### config.mk
export PLATFORM = sky130hd
export DESIGN_NAME = cache_arbiter_flat
export DESIGN_NICKNAME = d
export VERILOG_FILES = /design/src/rtl/cache_arbiter_pkg.sv /design/src/rtl/cache_arbiter_if.sv /design/src/rtl/cache_arbiter_port_mux.sv /design/src/rtl/cache_arbiter.sv /design/src/flat_wrapper.sv
export SDC_FILE = /design/constraint.sdc
export NUM_CORES = 1
export LEC_CHECK = 0
export BUFFER_PORTS_ARGS = -buffer_cell sky130_fd_sc_hd__buf_2
export CAP_MARGIN = 25
export CORE_AREA = 2 2 286 288
export CTS_CLUSTER_DIAMETER = 30
export DETAILED_ROUTE_END_ITERATION = 7
export DIE_AREA = 0 0 288 290
export GPL_ROUTABILITY_DRIVEN = 0
export PLACE_DENSITY = 0.35
export SYNTH_ARGS = -nofsm -noshare
export SYNTH_HDL_FRONTEND = slang
export SYNTH_SLANG_ARGS = --single-unit
### constraint.sdc
create_clock -name clk -period 1.6 [get_ports clk]
set_input_delay 0.08 -clock clk [delete_from_list [all_inputs] [get_ports clk]]
set_output_delay 0.08 -clock clk [all_outputs]
set_load 0.1 [all_outputs]
### src/rtl/cache_arbiter_pkg.sv
// Shared types for the I/D cache arbiter: word/line/mask widths, the arbiter
// FSM state encoding and the one-bit requester select.
package cache_arbiter_pkg;

    localparam int DATA_WIDTH = 128;
    localparam int ADDR_WIDTH = 16;
    localparam int MASK_WIDTH = DATA_WIDTH / 8;

    typedef logic [ADDR_WIDTH-1:0] lc3b_word;
    typedef logic [DATA_WIDTH-1:0] lc3b_data;
    typedef logic [MASK_WIDTH-1:0] lc3b_mem_wmask;

    typedef enum logic [1:0] {
        ARB_IDLE    = 2'd0,
        ARB_GRANT_I = 2'd1,
        ARB_GRANT_D = 2'd2,
        ARB_DRAIN   = 2'd3
    } lc3b_arb_state;

    // 0 selects the I-side (fetch), 1 selects the D-side (memory stage)
    typedef enum logic {
        ARB_SEL_I = 1'b0,
        ARB_SEL_D = 1'b1
    } lc3b_arb_sel;

endpackage

### src/rtl/cache_arbiter_if.sv
// Bus bundle between the two requesters, the arbiter and the shared lower
// memory port.
//   i_*   : I-side read-only requester (stb/cyc/address in, rdata/resp/retry out)
//   d_*   : D-side requester (stb/cyc/write/address/wdata/byte_enable in,
//           rdata/resp/retry out)
//   mem_* : lower port (stb/cyc/write/address/wdata/byte_enable out,
//           rdata/resp/retry in)
// slave  = arbiter view, master = requester/memory environment view.
interface cache_arbiter_if;
    import cache_arbiter_pkg::*;

    logic          i_stb;
    logic          i_cyc;
    lc3b_word      i_address;
    lc3b_data      i_rdata;
    logic          i_resp;
    logic          i_retry;

    logic          d_stb;
    logic          d_cyc;
    logic          d_write;
    lc3b_word      d_address;
    lc3b_data      d_wdata;
    lc3b_mem_wmask d_byte_enable;
    lc3b_data      d_rdata;
    logic          d_resp;
    logic          d_retry;

    logic          mem_stb;
    logic          mem_cyc;
    logic          mem_write;
    lc3b_word      mem_address;
    lc3b_data      mem_wdata;
    lc3b_mem_wmask mem_byte_enable;
    lc3b_data      mem_rdata;
    logic          mem_resp;
    logic          mem_retry;

    modport slave (
        input  i_stb, i_cyc, i_address,
        output i_rdata, i_resp, i_retry,
        input  d_stb, d_cyc, d_write, d_address, d_wdata, d_byte_enable,
        output d_rdata, d_resp, d_retry,
        output mem_stb, mem_cyc, mem_write, mem_address, mem_wdata, mem_byte_enable,
        input  mem_rdata, mem_resp, mem_retry
    );

    modport master (
        output i_stb, i_cyc, i_address,
        input  i_rdata, i_resp, i_retry,
        output d_stb, d_cyc, d_write, d_address, d_wdata, d_byte_enable,
        input  d_rdata, d_resp, d_retry,
        input  mem_stb, mem_cyc, mem_write, mem_address, mem_wdata, mem_byte_enable,
        output mem_rdata, mem_resp, mem_retry
    );

endinterface

### src/rtl/cache_arbiter_port_mux.sv
// Combinational field select for the lower memory port.
//   active          : drive the selected requester's fields (else all zero)
//   sel             : requester whose fields go out (I or D)
//   i_address       : I-side address
//   d_write/d_address/d_wdata/d_byte_enable : D-side request fields
//   mem_write/mem_address/mem_wdata/mem_byte_enable : lower-port fields
// The I-side is read-only, so its write enable, write data and mask are zero.
module cache_arbiter_port_mux
    import cache_arbiter_pkg::*;
(
    input  logic          active,
    input  lc3b_arb_sel   sel,
    input  lc3b_word      i_address,
    input  logic          d_write,
    input  lc3b_word      d_address,
    input  lc3b_data      d_wdata,
    input  lc3b_mem_wmask d_byte_enable,
    output logic          mem_write,
    output lc3b_word      mem_address,
    output lc3b_data      mem_wdata,
    output lc3b_mem_wmask mem_byte_enable
);

    always_comb begin
        mem_write       = 1'b0;
        mem_address     = '0;
        mem_wdata       = '0;
        mem_byte_enable = '0;
        if (active) begin
            if (sel == ARB_SEL_D) begin
                mem_write       = d_write;
                mem_address     = d_address;
                mem_wdata       = d_wdata;
                mem_byte_enable = d_byte_enable;
            end else begin
                mem_address     = i_address;
            end
        end
    end

endmodule

### src/rtl/cache_arbiter.sv
// Round-robin arbiter sharing one lower memory port between the I-side
// (fetch) and D-side (memory stage) requesters, one transaction at a time.
//   clk   : system clock, all state on the rising edge
//   reset : synchronous active-high reset
//   bus   : requester and lower-port signals (see cache_arbiter_if)
// Responses and retries reach only the granted requester; a requester that is
// not granted sees retry = its own cyc. If the granted requester abandons its
// cycle, the outstanding memory response is drained and discarded.
module cache_arbiter
    import cache_arbiter_pkg::*;
(
    input  logic            clk,
    input  logic            reset,
    cache_arbiter_if.slave  bus
);

    lc3b_arb_state state;
    lc3b_arb_state state_next;
    lc3b_arb_sel   last_grant;
    lc3b_arb_sel   owner;
    lc3b_arb_sel   owner_next;
    logic          i_pend;
    logic          d_pend;
    logic          mux_active;

    assign i_pend = bus.i_stb & bus.i_cyc;
    assign d_pend = bus.d_stb & bus.d_cyc;

    // last_grant moves only on a delivered response; a drained transaction
    // does not count as a turn. owner remembers the side whose fields stay
    // on the port while draining.
    always_ff @(posedge clk) begin
        if (reset) begin
            state      <= ARB_IDLE;
            last_grant <= ARB_SEL_I;
            owner      <= ARB_SEL_I;
        end else begin
            state <= state_next;
            owner <= owner_next;
            if (state == ARB_GRANT_I && bus.mem_resp) begin
                last_grant <= ARB_SEL_I;
            end else if (state == ARB_GRANT_D && bus.mem_resp) begin
                last_grant <= ARB_SEL_D;
            end
        end
    end

    always_comb begin
        state_next = state;
        owner_next = owner;
        case (state)
            ARB_IDLE: begin
                // On a tie the side that did not win last time goes first
                if (i_pend && (!d_pend || last_grant == ARB_SEL_D)) begin
                    state_next = ARB_GRANT_I;
                    owner_next = ARB_SEL_I;
                end else if (d_pend) begin
                    state_next = ARB_GRANT_D;
                    owner_next = ARB_SEL_D;
                end
            end
            // A response in the same cycle as a cyc drop still completes
            ARB_GRANT_I: begin
                if (bus.mem_resp) begin
                    state_next = ARB_IDLE;
                end else if (!bus.i_cyc) begin
                    state_next = ARB_DRAIN;
                end
            end
            ARB_GRANT_D: begin
                if (bus.mem_resp) begin
                    state_next = ARB_IDLE;
                end else if (!bus.d_cyc) begin
                    state_next = ARB_DRAIN;
                end
            end
            ARB_DRAIN: begin
                if (bus.mem_resp) begin
                    state_next = ARB_IDLE;
                end
            end
            default: state_next = ARB_IDLE;
        endcase
    end

    always_comb begin
        mux_active  = 1'b0;
        bus.mem_stb = 1'b0;
        bus.mem_cyc = 1'b0;
        bus.i_resp  = 1'b0;
        bus.d_resp  = 1'b0;
        bus.i_retry = bus.i_cyc;
        bus.d_retry = bus.d_cyc;
        bus.i_rdata = '0;
        bus.d_rdata = '0;
        case (state)
            ARB_GRANT_I: begin
                mux_active  = 1'b1;
                bus.mem_stb = 1'b1;
                bus.mem_cyc = 1'b1;
                bus.i_resp  = bus.mem_resp;
                bus.i_retry = bus.mem_retry;
                bus.i_rdata = bus.mem_resp ? bus.mem_rdata : '0;
            end
            ARB_GRANT_D: begin
                mux_active  = 1'b1;
                bus.mem_stb = 1'b1;
                bus.mem_cyc = 1'b1;
                bus.d_resp  = bus.mem_resp;
                bus.d_retry = bus.mem_retry;
                bus.d_rdata = bus.mem_resp ? bus.mem_rdata : '0;
            end
            ARB_DRAIN: begin
                mux_active  = 1'b1;
                bus.mem_cyc = 1'b1;
            end
            default: ;
        endcase
        // Nothing leaks out while reset is held, including a response that
        // arrives in the reset cycle itself.
        if (reset) begin
            mux_active  = 1'b0;
            bus.mem_stb = 1'b0;
            bus.mem_cyc = 1'b0;
            bus.i_resp  = 1'b0;
            bus.d_resp  = 1'b0;
            bus.i_retry = 1'b0;
            bus.d_retry = 1'b0;
            bus.i_rdata = '0;
            bus.d_rdata = '0;
        end
    end

    cache_arbiter_port_mux u_port_mux (
        .active          (mux_active),
        .sel             (owner),
        .i_address       (bus.i_address),
        .d_write         (bus.d_write),
        .d_address       (bus.d_address),
        .d_wdata         (bus.d_wdata),
        .d_byte_enable   (bus.d_byte_enable),
        .mem_write       (bus.mem_write),
        .mem_address     (bus.mem_address),
        .mem_wdata       (bus.mem_wdata),
        .mem_byte_enable (bus.mem_byte_enable)
    );

endmodule

### src/flat_wrapper.sv
// flat-port wrapper written by rule: the top's interface ports become plain ports
module cache_arbiter_flat import cache_arbiter_pkg::*;
  (clk, reset, bus_i_stb, bus_i_cyc, bus_i_address, bus_i_rdata, bus_i_resp, bus_i_retry, bus_d_stb, bus_d_cyc, bus_d_write, bus_d_address, bus_d_wdata, bus_d_byte_enable, bus_d_rdata, bus_d_resp, bus_d_retry, bus_mem_stb, bus_mem_cyc, bus_mem_write, bus_mem_address, bus_mem_wdata, bus_mem_byte_enable, bus_mem_rdata, bus_mem_resp, bus_mem_retry);
  cache_arbiter_if bus_i ();
  input  logic clk;
  input  logic reset;
  input wire logic [$bits(bus_i.i_stb)-1:0] bus_i_stb;
  input wire logic [$bits(bus_i.i_cyc)-1:0] bus_i_cyc;
  input wire logic [$bits(bus_i.i_address)-1:0] bus_i_address;
  output wire logic [$bits(bus_i.i_rdata)-1:0] bus_i_rdata;
  output wire logic [$bits(bus_i.i_resp)-1:0] bus_i_resp;
  output wire logic [$bits(bus_i.i_retry)-1:0] bus_i_retry;
  input wire logic [$bits(bus_i.d_stb)-1:0] bus_d_stb;
  input wire logic [$bits(bus_i.d_cyc)-1:0] bus_d_cyc;
  input wire logic [$bits(bus_i.d_write)-1:0] bus_d_write;
  input wire logic [$bits(bus_i.d_address)-1:0] bus_d_address;
  input wire logic [$bits(bus_i.d_wdata)-1:0] bus_d_wdata;
  input wire logic [$bits(bus_i.d_byte_enable)-1:0] bus_d_byte_enable;
  output wire logic [$bits(bus_i.d_rdata)-1:0] bus_d_rdata;
  output wire logic [$bits(bus_i.d_resp)-1:0] bus_d_resp;
  output wire logic [$bits(bus_i.d_retry)-1:0] bus_d_retry;
  output wire logic [$bits(bus_i.mem_stb)-1:0] bus_mem_stb;
  output wire logic [$bits(bus_i.mem_cyc)-1:0] bus_mem_cyc;
  output wire logic [$bits(bus_i.mem_write)-1:0] bus_mem_write;
  output wire logic [$bits(bus_i.mem_address)-1:0] bus_mem_address;
  output wire logic [$bits(bus_i.mem_wdata)-1:0] bus_mem_wdata;
  output wire logic [$bits(bus_i.mem_byte_enable)-1:0] bus_mem_byte_enable;
  input wire logic [$bits(bus_i.mem_rdata)-1:0] bus_mem_rdata;
  input wire logic [$bits(bus_i.mem_resp)-1:0] bus_mem_resp;
  input wire logic [$bits(bus_i.mem_retry)-1:0] bus_mem_retry;
  assign bus_i.i_stb = bus_i_stb;
  assign bus_i.i_cyc = bus_i_cyc;
  assign bus_i.i_address = bus_i_address;
  assign bus_i_rdata = bus_i.i_rdata;
  assign bus_i_resp = bus_i.i_resp;
  assign bus_i_retry = bus_i.i_retry;
  assign bus_i.d_stb = bus_d_stb;
  assign bus_i.d_cyc = bus_d_cyc;
  assign bus_i.d_write = bus_d_write;
  assign bus_i.d_address = bus_d_address;
  assign bus_i.d_wdata = bus_d_wdata;
  assign bus_i.d_byte_enable = bus_d_byte_enable;
  assign bus_d_rdata = bus_i.d_rdata;
  assign bus_d_resp = bus_i.d_resp;
  assign bus_d_retry = bus_i.d_retry;
  assign bus_mem_stb = bus_i.mem_stb;
  assign bus_mem_cyc = bus_i.mem_cyc;
  assign bus_mem_write = bus_i.mem_write;
  assign bus_mem_address = bus_i.mem_address;
  assign bus_mem_wdata = bus_i.mem_wdata;
  assign bus_mem_byte_enable = bus_i.mem_byte_enable;
  assign bus_i.mem_rdata = bus_mem_rdata;
  assign bus_i.mem_resp = bus_mem_resp;
  assign bus_i.mem_retry = bus_mem_retry;
  cache_arbiter u_core (.clk(clk), .reset(reset), .bus(bus_i));
endmodule
== After elaboration in Yosys (flattened, before gate mapping) ==
Index checks and enable logic that the tools add are counted.

* Reductions and logical operators: 12
* Multiplexer cells: 35
* Equal/unequal tests: 7
* Bitwise gates (word level): 2

{| class="wikitable"
|+ Operators with widths
! operator !! count
|-
| $mux 128 || 7
|-
| $mux 16 || 4
|-
| $mux 1 || 16
|-
| $mux 2 || 7
|-
| $pmux 2 s4 || 1
|-
| $ne 3x3->1 const B || 2
|-
| $eq 2x2->1 const B || 2
|-
| $reduce_and 4->1 || 1
|-
| $reduce_or 2->1 || 2
|-
| $logic_and 1x1->1 || 3
|-
| $ne 3x1->1 const B || 1
|-
| $reduce_or 3->1 || 1
|-
| $and 1x1->1 || 2
|-
| $eq 2x1->1 const B || 1
|-
| $logic_not 2->1 || 1
|-
| $ne 2x2->1 const B || 1
|-
| $reduce_and 2->1 || 1
|-
| $reduce_bool 2->1 || 1
|-
| $logic_not 1->1 || 1
|-
| $logic_or 1x1->1 || 1
|}

* Bits of input ports: 313
* Output and inout port bits: 423
* Logic and storage cells: 59
* Register bits: 4

== Longest topological paths before layout ==
Gate-level depths: netlist (run 1).

* Depth after elaboration: 6
* Gate-level depth with buffers: 8
* Mapped depth without buffers: 6

== By module ==
Synthesis (run 1) repeated with hierarchy kept, for this count alone.

* Cell total of the unflattened synthesis: 537
* Area total of the unflattened synthesis: 3518.4 µm²

{| class="wikitable"
|+ Modules (own cells, without submodules)
! module !! area each (µm²) !! seq. area each (µm²) !! cells an instance !! times used
|-
| cache_arbiter || 2108.3 || 80.1 || 325 || 1
|-
| cache_arbiter_port_mux || 1410.1 || 0.0 || 212 || 1
|}

== Worst setup path before layout (run 1) ==
Ideal clock, no wire load.

* Path type: reg2out
* Start: reg u_core.state[0]
* End: out bus_d_rdata[117]
* Path buffers: 1
* Cell stages (with the launch flop): 6
* Required time: 1.520 ns
* Data arrival time: 2.662 ns
* Path slack: -1.142 ns
* Path through: dfxtp_1 > inv_1 > ha_1 > and3b_1 > clkbuf_1 > and2_1

* Longest elaborated chain between the ends: 3

{| class="wikitable"
|+ RTL lines
! item !! line !! RTL
|-
| from (decl) || cache_arbiter.sv:17 || <nowiki>lc3b_arb_state state;</nowiki>
|-
| from (signal assigned) || cache_arbiter.sv:38 || <nowiki>state <= state_next;</nowiki>
|-
| $eq 2x2->1 || cache_arbiter.sv:96 || <nowiki>case (state)</nowiki>
|-
| $mux 128 || cache_arbiter.sv:96 ||
|-
| $mux 128 || cache_arbiter.sv:121 || <nowiki>if (reset) begin</nowiki>
|-
| to (decl) || flat_wrapper.sv:19 || <nowiki>output wire logic [$bits(bus_i.d_rdata)-1:0] bus_d_rdata;</nowiki>
|}

Every way passes these cells.

== Final worst setup path (run 1) ==
* Start: reg u_core.state[0]
* End: out bus_d_rdata[93]

Same word-level chain as after synthesis.

==> results of run 1 <==
==> routing by layer <==
layer	share of wire, %	vias up
li1	-	3401
met1	37	3281
met2	51	446
met3	11	38
met4	1.0	10
met5	0.13	-
==> per-stage QoR <==
| step | cells | utilization, % | area, um2 | setup TNS, ns | setup slack, ns |
|---|---|---|---|---|---|
| floorplan | 539 | - | 4880 | -21.08 | -0.203 |
| global placement | 2344 | 20.5 | 16400 | -43.99 | -0.200 |
| detailed placement | 2344 | 20.5 | 16400 | -38.75 | -0.197 |
| CTS | 2373 | 21.5 | 17200 | -124.65 | -0.384 |
| global route | 2414 | 22.6 | 18100 | -150.61 | -0.441 |
| finish | 2414 | 22.6 | 18100 | -121.38 | -0.375 |
==> path summary, 6_finish.rpt <==
check                                  startpoint           endpoint  slack (ns)  cells past startpoint
worst min register to register  u_core.last_grant  u_core.last_grant        0.54                      2
worst max-delay path              u_core.state[0]    bus_d_rdata[93]       -0.37                      9
worst min-delay path                 bus_mem_resp  u_core.last_grant        0.13                      2
worst max register to register    u_core.state[0]    u_core.state[0]       -0.07                      8
==> cell type report <==
| type | count | area [um2] |
|---|---|---|
| Inverter | 3 | 23.8 |
| Sequential cell | 4 | 86.3 |
| Fill cell | 8570 | 62000 |
| Multi-Input combinational cell | 467 | 4530 |
| Timing Repair Buffer | 871 | 12000 |
| Timing Repair inverter | 2 | 46.3 |
| Clock buffer | 4 | 78.8 |
| Tap cell | 1060 | 1330 |
| Antenna cell | 3 | 7.51 |
==> repair_timing <==
action	in CTS	in global routing
cloned	13	17
resized for setup	75	128
endpoints found under the setup margin	425	425
pin swaps	25	160
buffers inserted	12	31
==> logic make-up (layout without fill, tap and decap cells) <==
family,after synthesis,after routing,synth area share [%]
AO/OA/AOI/OAI,11,11,2.08
adder cells (fa/ha/maj),5,5,1.79
buffers and inverters,68,880,12.6
flip-flops,4,4,2.29
multiplexers,18,18,5.16
other,0,3,0
AND/OR/NAND/NOR,433,433,76.1
==> power groups by stage <==
| stage | Clock [W] | Combinational (W) | Sequential (W) |
|---|---|---|---|
| final | 0.000414 | 0.0144 | 0.000167 |
| after global routing | 0.000432 | 0.0150 | 0.000173 |
| after detailed placement | 0 | 0.0122 | 0.000168 |
| after global placement | 0 | 0.0122 | 0.000169 |
| after CTS | 0.000420 | 0.0135 | 0.000167 |
| after floorplan | 0 | 0.00776 | 0.000167 |
==> critical path, delay by kind of cell, from the launching register on <==
| kind | cells | cell delay, ns |
|---|---|---|
| adders and majority gates | 1 | 0.12 |
| buffers and inverters | 6 | 0.77 |
| DFF | 1 | 0.31 |
| and+or+nand+nor | 2 | 0.44 |
==> state kept, by name (all words and copies together), names as in the netlist <==
signal and cells:
u_core.last_grant 1, u_core.owner 1, u_core.state 2
==> Yosys cell counts, types with 4 or more instances <==
cell type and number:
buf_6 9, mux2i_1 18, and2_1 256, and3_1 145
ha_1 5, nor2_1 19, dfxtp_1 4, clkbuf_1 41
buf_2 6, buf_8 8
==> run_results.csv, run 1 <==
group,metric,value,unit
run_status,outcome,"finished with violations",
run_status,violations,"negative setup slack",
clock_tree,cts_buffers,3,
sta,max_freq,0.506,GHz
routing,vias,7176,
sta,period_needed,1.97,ns
routing,antenna_left,0,
floorplan,io_pins,736,
clock_tree,h-tree-depth,1,
worst_hold_path,min_path_type,"primary input to flop",
critical_path,cp_max_fo,7,
clock_tree,cts_root_buffer,"clkbuf_16",
critical_path,worstSetupStartpointType,"flop",
critical_path,cp_cell_sequence,"inv_2 > buf_6 > ha_4 > and3b_4 > buf_12 > buf_12 > buf_16 > and2_4 > buf_12",
logic_synthesis,synth_nets,857,
sta,setup_viol,425,
critical_path,cp_common_cell,"buf_12",
floorplan,num_rows,104,
logic_synthesis,synth_ff_type,"dfxtp_1",
logic_synthesis,synthCells,539,
finish,nets,1670,
critical_path,path_class,"flop to output port",
global_route,grt_usage,9.42,%
logic_synthesis,ys_seq_area_share,2.29,%
routing,first_iter_violations,185,
pwr,ir_worst_vdd,302,uV
routing,viasPerCell,2.97,
global_route,grt_pass1_vias,7688,
floorplan,die_area,83500,um2
critical_path,critPathRequiredTime,1.52,ns
pwr,total_power,0.0150,W
routing,drc,0,
sta,worst_pin_slew,0.364,ns
pwr,power.density,827,nW/um2
sta,rsz0062_at_grt,"true",
sta,min_period_over_period,123,%
logic_synthesis,postSynthAreaPerCell,6.48,um2
clock_tree,hold_buffers,0,
sta,finalWorstSetupSlack,-0.375,ns
finish,drive_gt1_share,97.1,%
logic_synthesis,netlist_top_cells_area,"and2_1 (46%), and3_1 (26%), mux2i_1 (5.2%)",
sta,slew_viol_final,0,
pwr,p_leak,7.65,nW
pwr,p_seq_share,1.1,%
pwr,switchingPower,0.00853,W
floorplan,die_y,290,um
global_route,use_met3,4.15,%
pwr,combPwrFrac,96.1,%
sta,slew_headroom,75.0,%
logic_synthesis,yosysTopAreaCell,"and2_1",
flow_run,max_cap_viol_count,0,
logic_synthesis,synth_edf_count,0,
clock_tree,cts_tree,"done",
global_route,grt_pass1_wl,57400,um
critical_path,setup.worst_path.end_class,"output port",
pwr,p_int,0.00645,W
finish,syn2layout_area_growth,418,%
critical_path,critPathSlowestCell,"dfxtp_2",
logic_synthesis,ys_types,27,
logic_synthesis,ys_ff_latch,4,
routing,firstDrtPassIters,4,
finish,layout_commonest_cell,"buf_12",
critical_path,arrival,1.89,ns
floorplan,start_util,4.36,%
placement,dp_hpwl,36600,um
global_route,gr-usage-met2,17.1,%
global_route,gr-total-overflow,0,
pwr,clock_power_share,2.8,%
floorplan,fp.coreArea,80200,um2
logic_synthesis,ys.warnings.count,0,
sta,fin_worst_skew,0.000264,ns
logic_synthesis,synth_top_area_share,45.8,%
clock_tree,cts_num_sinks,4,
finish,final_cell_mix,"buf_12 (452), buf_2 (312), and2_4 (253)",
placement,port_buffers,735,
sta,hold_viol_final,0,
clock_tree,ctsLongestPathBuffers,2,
sta,whs,0.134,ns
pwr,sw_frac_of_total,56.9,%
global_route,busiest_layer,"met2",
critical_path,max_stage_delay,0.31,ns
global_route,grt_max_degree,40,
clock_tree,insertion_delay,0.23,ns
routing,wl_per_cell,18.3,um
logic_synthesis,syn_area,3490,um2
global_route,use_met1,10.2,%
floorplan,dieWidth,288,um
logic_synthesis,synthArstFlopShare,0,%
global_route,antenna_found_initial,18,
routing,drt-total-wl,44100,um
clock_tree,clkTransAtPathRegs,0.03,ns
Note: power is estimated with default switching activity, not from simulation.
==> inputs of run 2 (changes only) <==
==> constraint.sdc (replaced) <==
create_clock -name clk -period 1.6 [get_ports clk]
set_input_delay 0.16 -clock clk [delete_from_list [all_inputs] [get_ports clk]]
set_output_delay 0.16 -clock clk [all_outputs]
set_load 0.1 [all_outputs]
==> run 2 against run 1 <==
  * The flow still finishes with violations (negative setup slack)
  * Maximum frequency decreased by 2.4%
  * Sequential cell count did not move
  * Register-to-register slack got worse by 0.09 ns
  * Utilization shrank 1.2 points
  * Sequential share of layout area hardly changed
  * Worst hold slack improved by 0.065 ns
  * Clock power is essentially flat
  * Setup slack got worse by 0.049 ns
  * Final cell count is 1.7% lower
  * Critical path depth is the same
  * Largest cell class unchanged
==> run_results.csv, run 2 (synthesis results as in run 1) <==
group,metric,value,unit
routing,vias,7082,
sta,worst_pin_slew,0.472,ns
placement,port_buffers,735,
floorplan,die_y,290,um
critical_path,worstSetupStartpointType,"flop",
floorplan,die_area,83500,um2
routing,firstDrtPassIters,4,
routing,drc,0,
global_route,grt_pass1_vias,7621,
clock_tree,cts_buffers,3,
global_route,gr-total-overflow,0,
global_route,grt_usage,12.2,%
sta,finalWorstSetupSlack,-0.423,ns
global_route,antenna_found_initial,66,
routing,viasPerCell,2.99,
pwr,p_leak,7.21,nW
sta,rsz0062_at_grt,"true",
sta,period_needed,2.02,ns
pwr,power.density,812,nW/um2
global_route,grt_pass1_wl,69700,um
clock_tree,h-tree-depth,1,
pwr,ir_worst_vdd,495,uV
run_status,outcome,"finished with violations",
sta,slew_viol_final,0,
finish,syn2layout_area_growth,391,%
finish,top_regs,"u_core.state: 2 flops, u_core.last_grant: 1 flops, u_core.owner: 1 flops",
routing,first_iter_violations,137,
finish,largest_register_ffs,2,
finish,drive_gt1_share,96.8,%
floorplan,num_rows,104,
sta,whs,0.199,ns
critical_path,setup.worst_path.end_class,"output port",
run_status,violations,"negative setup slack",
sta,hold_viol_final,0,
critical_path,cp_max_fo,7,
floorplan,start_util,4.36,%
finish,nets,1612,
global_route,grt_max_degree,46,
floorplan,dieWidth,288,um
critical_path,arrival,1.86,ns
clock_tree,ctsLongestPathBuffers,2,
critical_path,critPathRequiredTime,1.44,ns
routing,wl_per_cell,22.9,um
finish,fin_util,21.4,%
flow_run,max_cap_viol_count,0,
placement,dp_hpwl,50200,um
routing,antenna_left,0,
sta,setup_viol,425,
finish,final_cell_mix,"buf_12 (442), buf_2 (312), and2_4 (245)",
clock_tree,insertion_delay,0.23,ns
floorplan,io_pins,736,
critical_path,path_class,"flop to output port",
clock_tree,clkTransAtPathRegs,0.03,ns
sta,slew_headroom,68.5,%
clock_tree,cts_num_sinks,4,
clock_tree,cts_root_buffer,"clkbuf_16",
routing,drt-total-wl,54200,um
finish,top_register,"u_core.state",
sta,fin_worst_skew,0.00407,ns
floorplan,fp.coreArea,80200,um2
sta,max_freq,0.494,GHz
worst_hold_path,min_path_type,"primary input to flop",
finish,layout_commonest_cell,"buf_12",
sta,min_period_over_period,126,%
clock_tree,cts_tree,"done",
run 2: changes by cell type in the layout (fill, tap and decap cells not counted), sizes merged:
cell | previous run | this run
diode | 3 | 19
inv | 3 | 2
clkinv | 2 | 1
clkbuf | 18 | 8
buf | 857 | 811
run 2: power by group:
group	internal (W)	switching (W)	total [W]
registers	0.000143	0.0000270	0.000170
logic	0.00522	0.00812	0.0133
clock network	0.000331	0.0000868	0.000417
total	0.00569	0.00824	0.0139
run 2: worst paths after layout:
| path | slack, ns | to | depth (start not counted) | from |
|---|---|---|---|---|
| max reg2reg | -0.16 | u_core.state[0] | 7 | u_core.state[0] |
| min reg2reg | 0.52 | u_core.last_grant | 2 | u_core.last_grant |
| min | 0.20 | u_core.last_grant | 2 | bus_mem_resp |
| max | -0.42 | bus_mem_wdata[80] | 9 | u_core.state[0] |
run 2: worst max-delay path, stage by stage (launching register included):
cell and delay (ns):
dfxtp_2 0.33, inv_2 0.05, ha_4 0.15, or2_4 0.28, clkinv_8 0.09, buf_16 0.15, buf_12 0.11, buf_8 0.09
and3_4 0.19, buf_12 0.17
run 2: cell type report:
| class | instances | area [um2] |
|---|---|---|
| clock buffers | 4 | 78.8 |
| inverters | 3 | 23.8 |
| repair buffers | 815 | 11100 |
| well taps | 1060 | 1330 |
| fillers | 8717 | 63000 |
| flip-flops and latches | 4 | 86.3 |
| multi-input cells | 467 | 4470 |
| diodes | 19 | 47.5 |
run 2: repair_timing:
item / in CTS / in global routing
hold buffers: 0 / 0
gates resized for setup: 54 / 51
pin swaps: 22 / 33
setup endpoints to repair: 425 / 425
cloned: 5 / 5
buffers inserted: 9 / 2
run 2: metrics by stage:
| stage | cells | cell area (um2) | total power, W | setup TNS [ns] | setup slack [ns] |
|---|---|---|---|---|---|
| floorplan | 539 | 5040 | 0.00803 | -40.52 | -0.300 |
| global placement | 2333 | 16400 | 0.0126 | -78.71 | -0.297 |
| detailed placement | 2333 | 16400 | 0.0126 | -78.82 | -0.303 |
| CTS | 2351 | 16900 | 0.0140 | -156.80 | -0.472 |
| global route | 2359 | 17100 | 0.0145 | -171.73 | -0.476 |
| finish | 2372 | 17200 | 0.0139 | -143.83 | -0.423 |
run 2: metal layers:
metal,global-route usage (%),vias up,part of all wire [%]
met4,2.33,48,2.0
met2,22.3,498,51
li1,-,3297,-
met3,5.46,114,11
met5,0,-,0.57
met1,12.7,3125,36
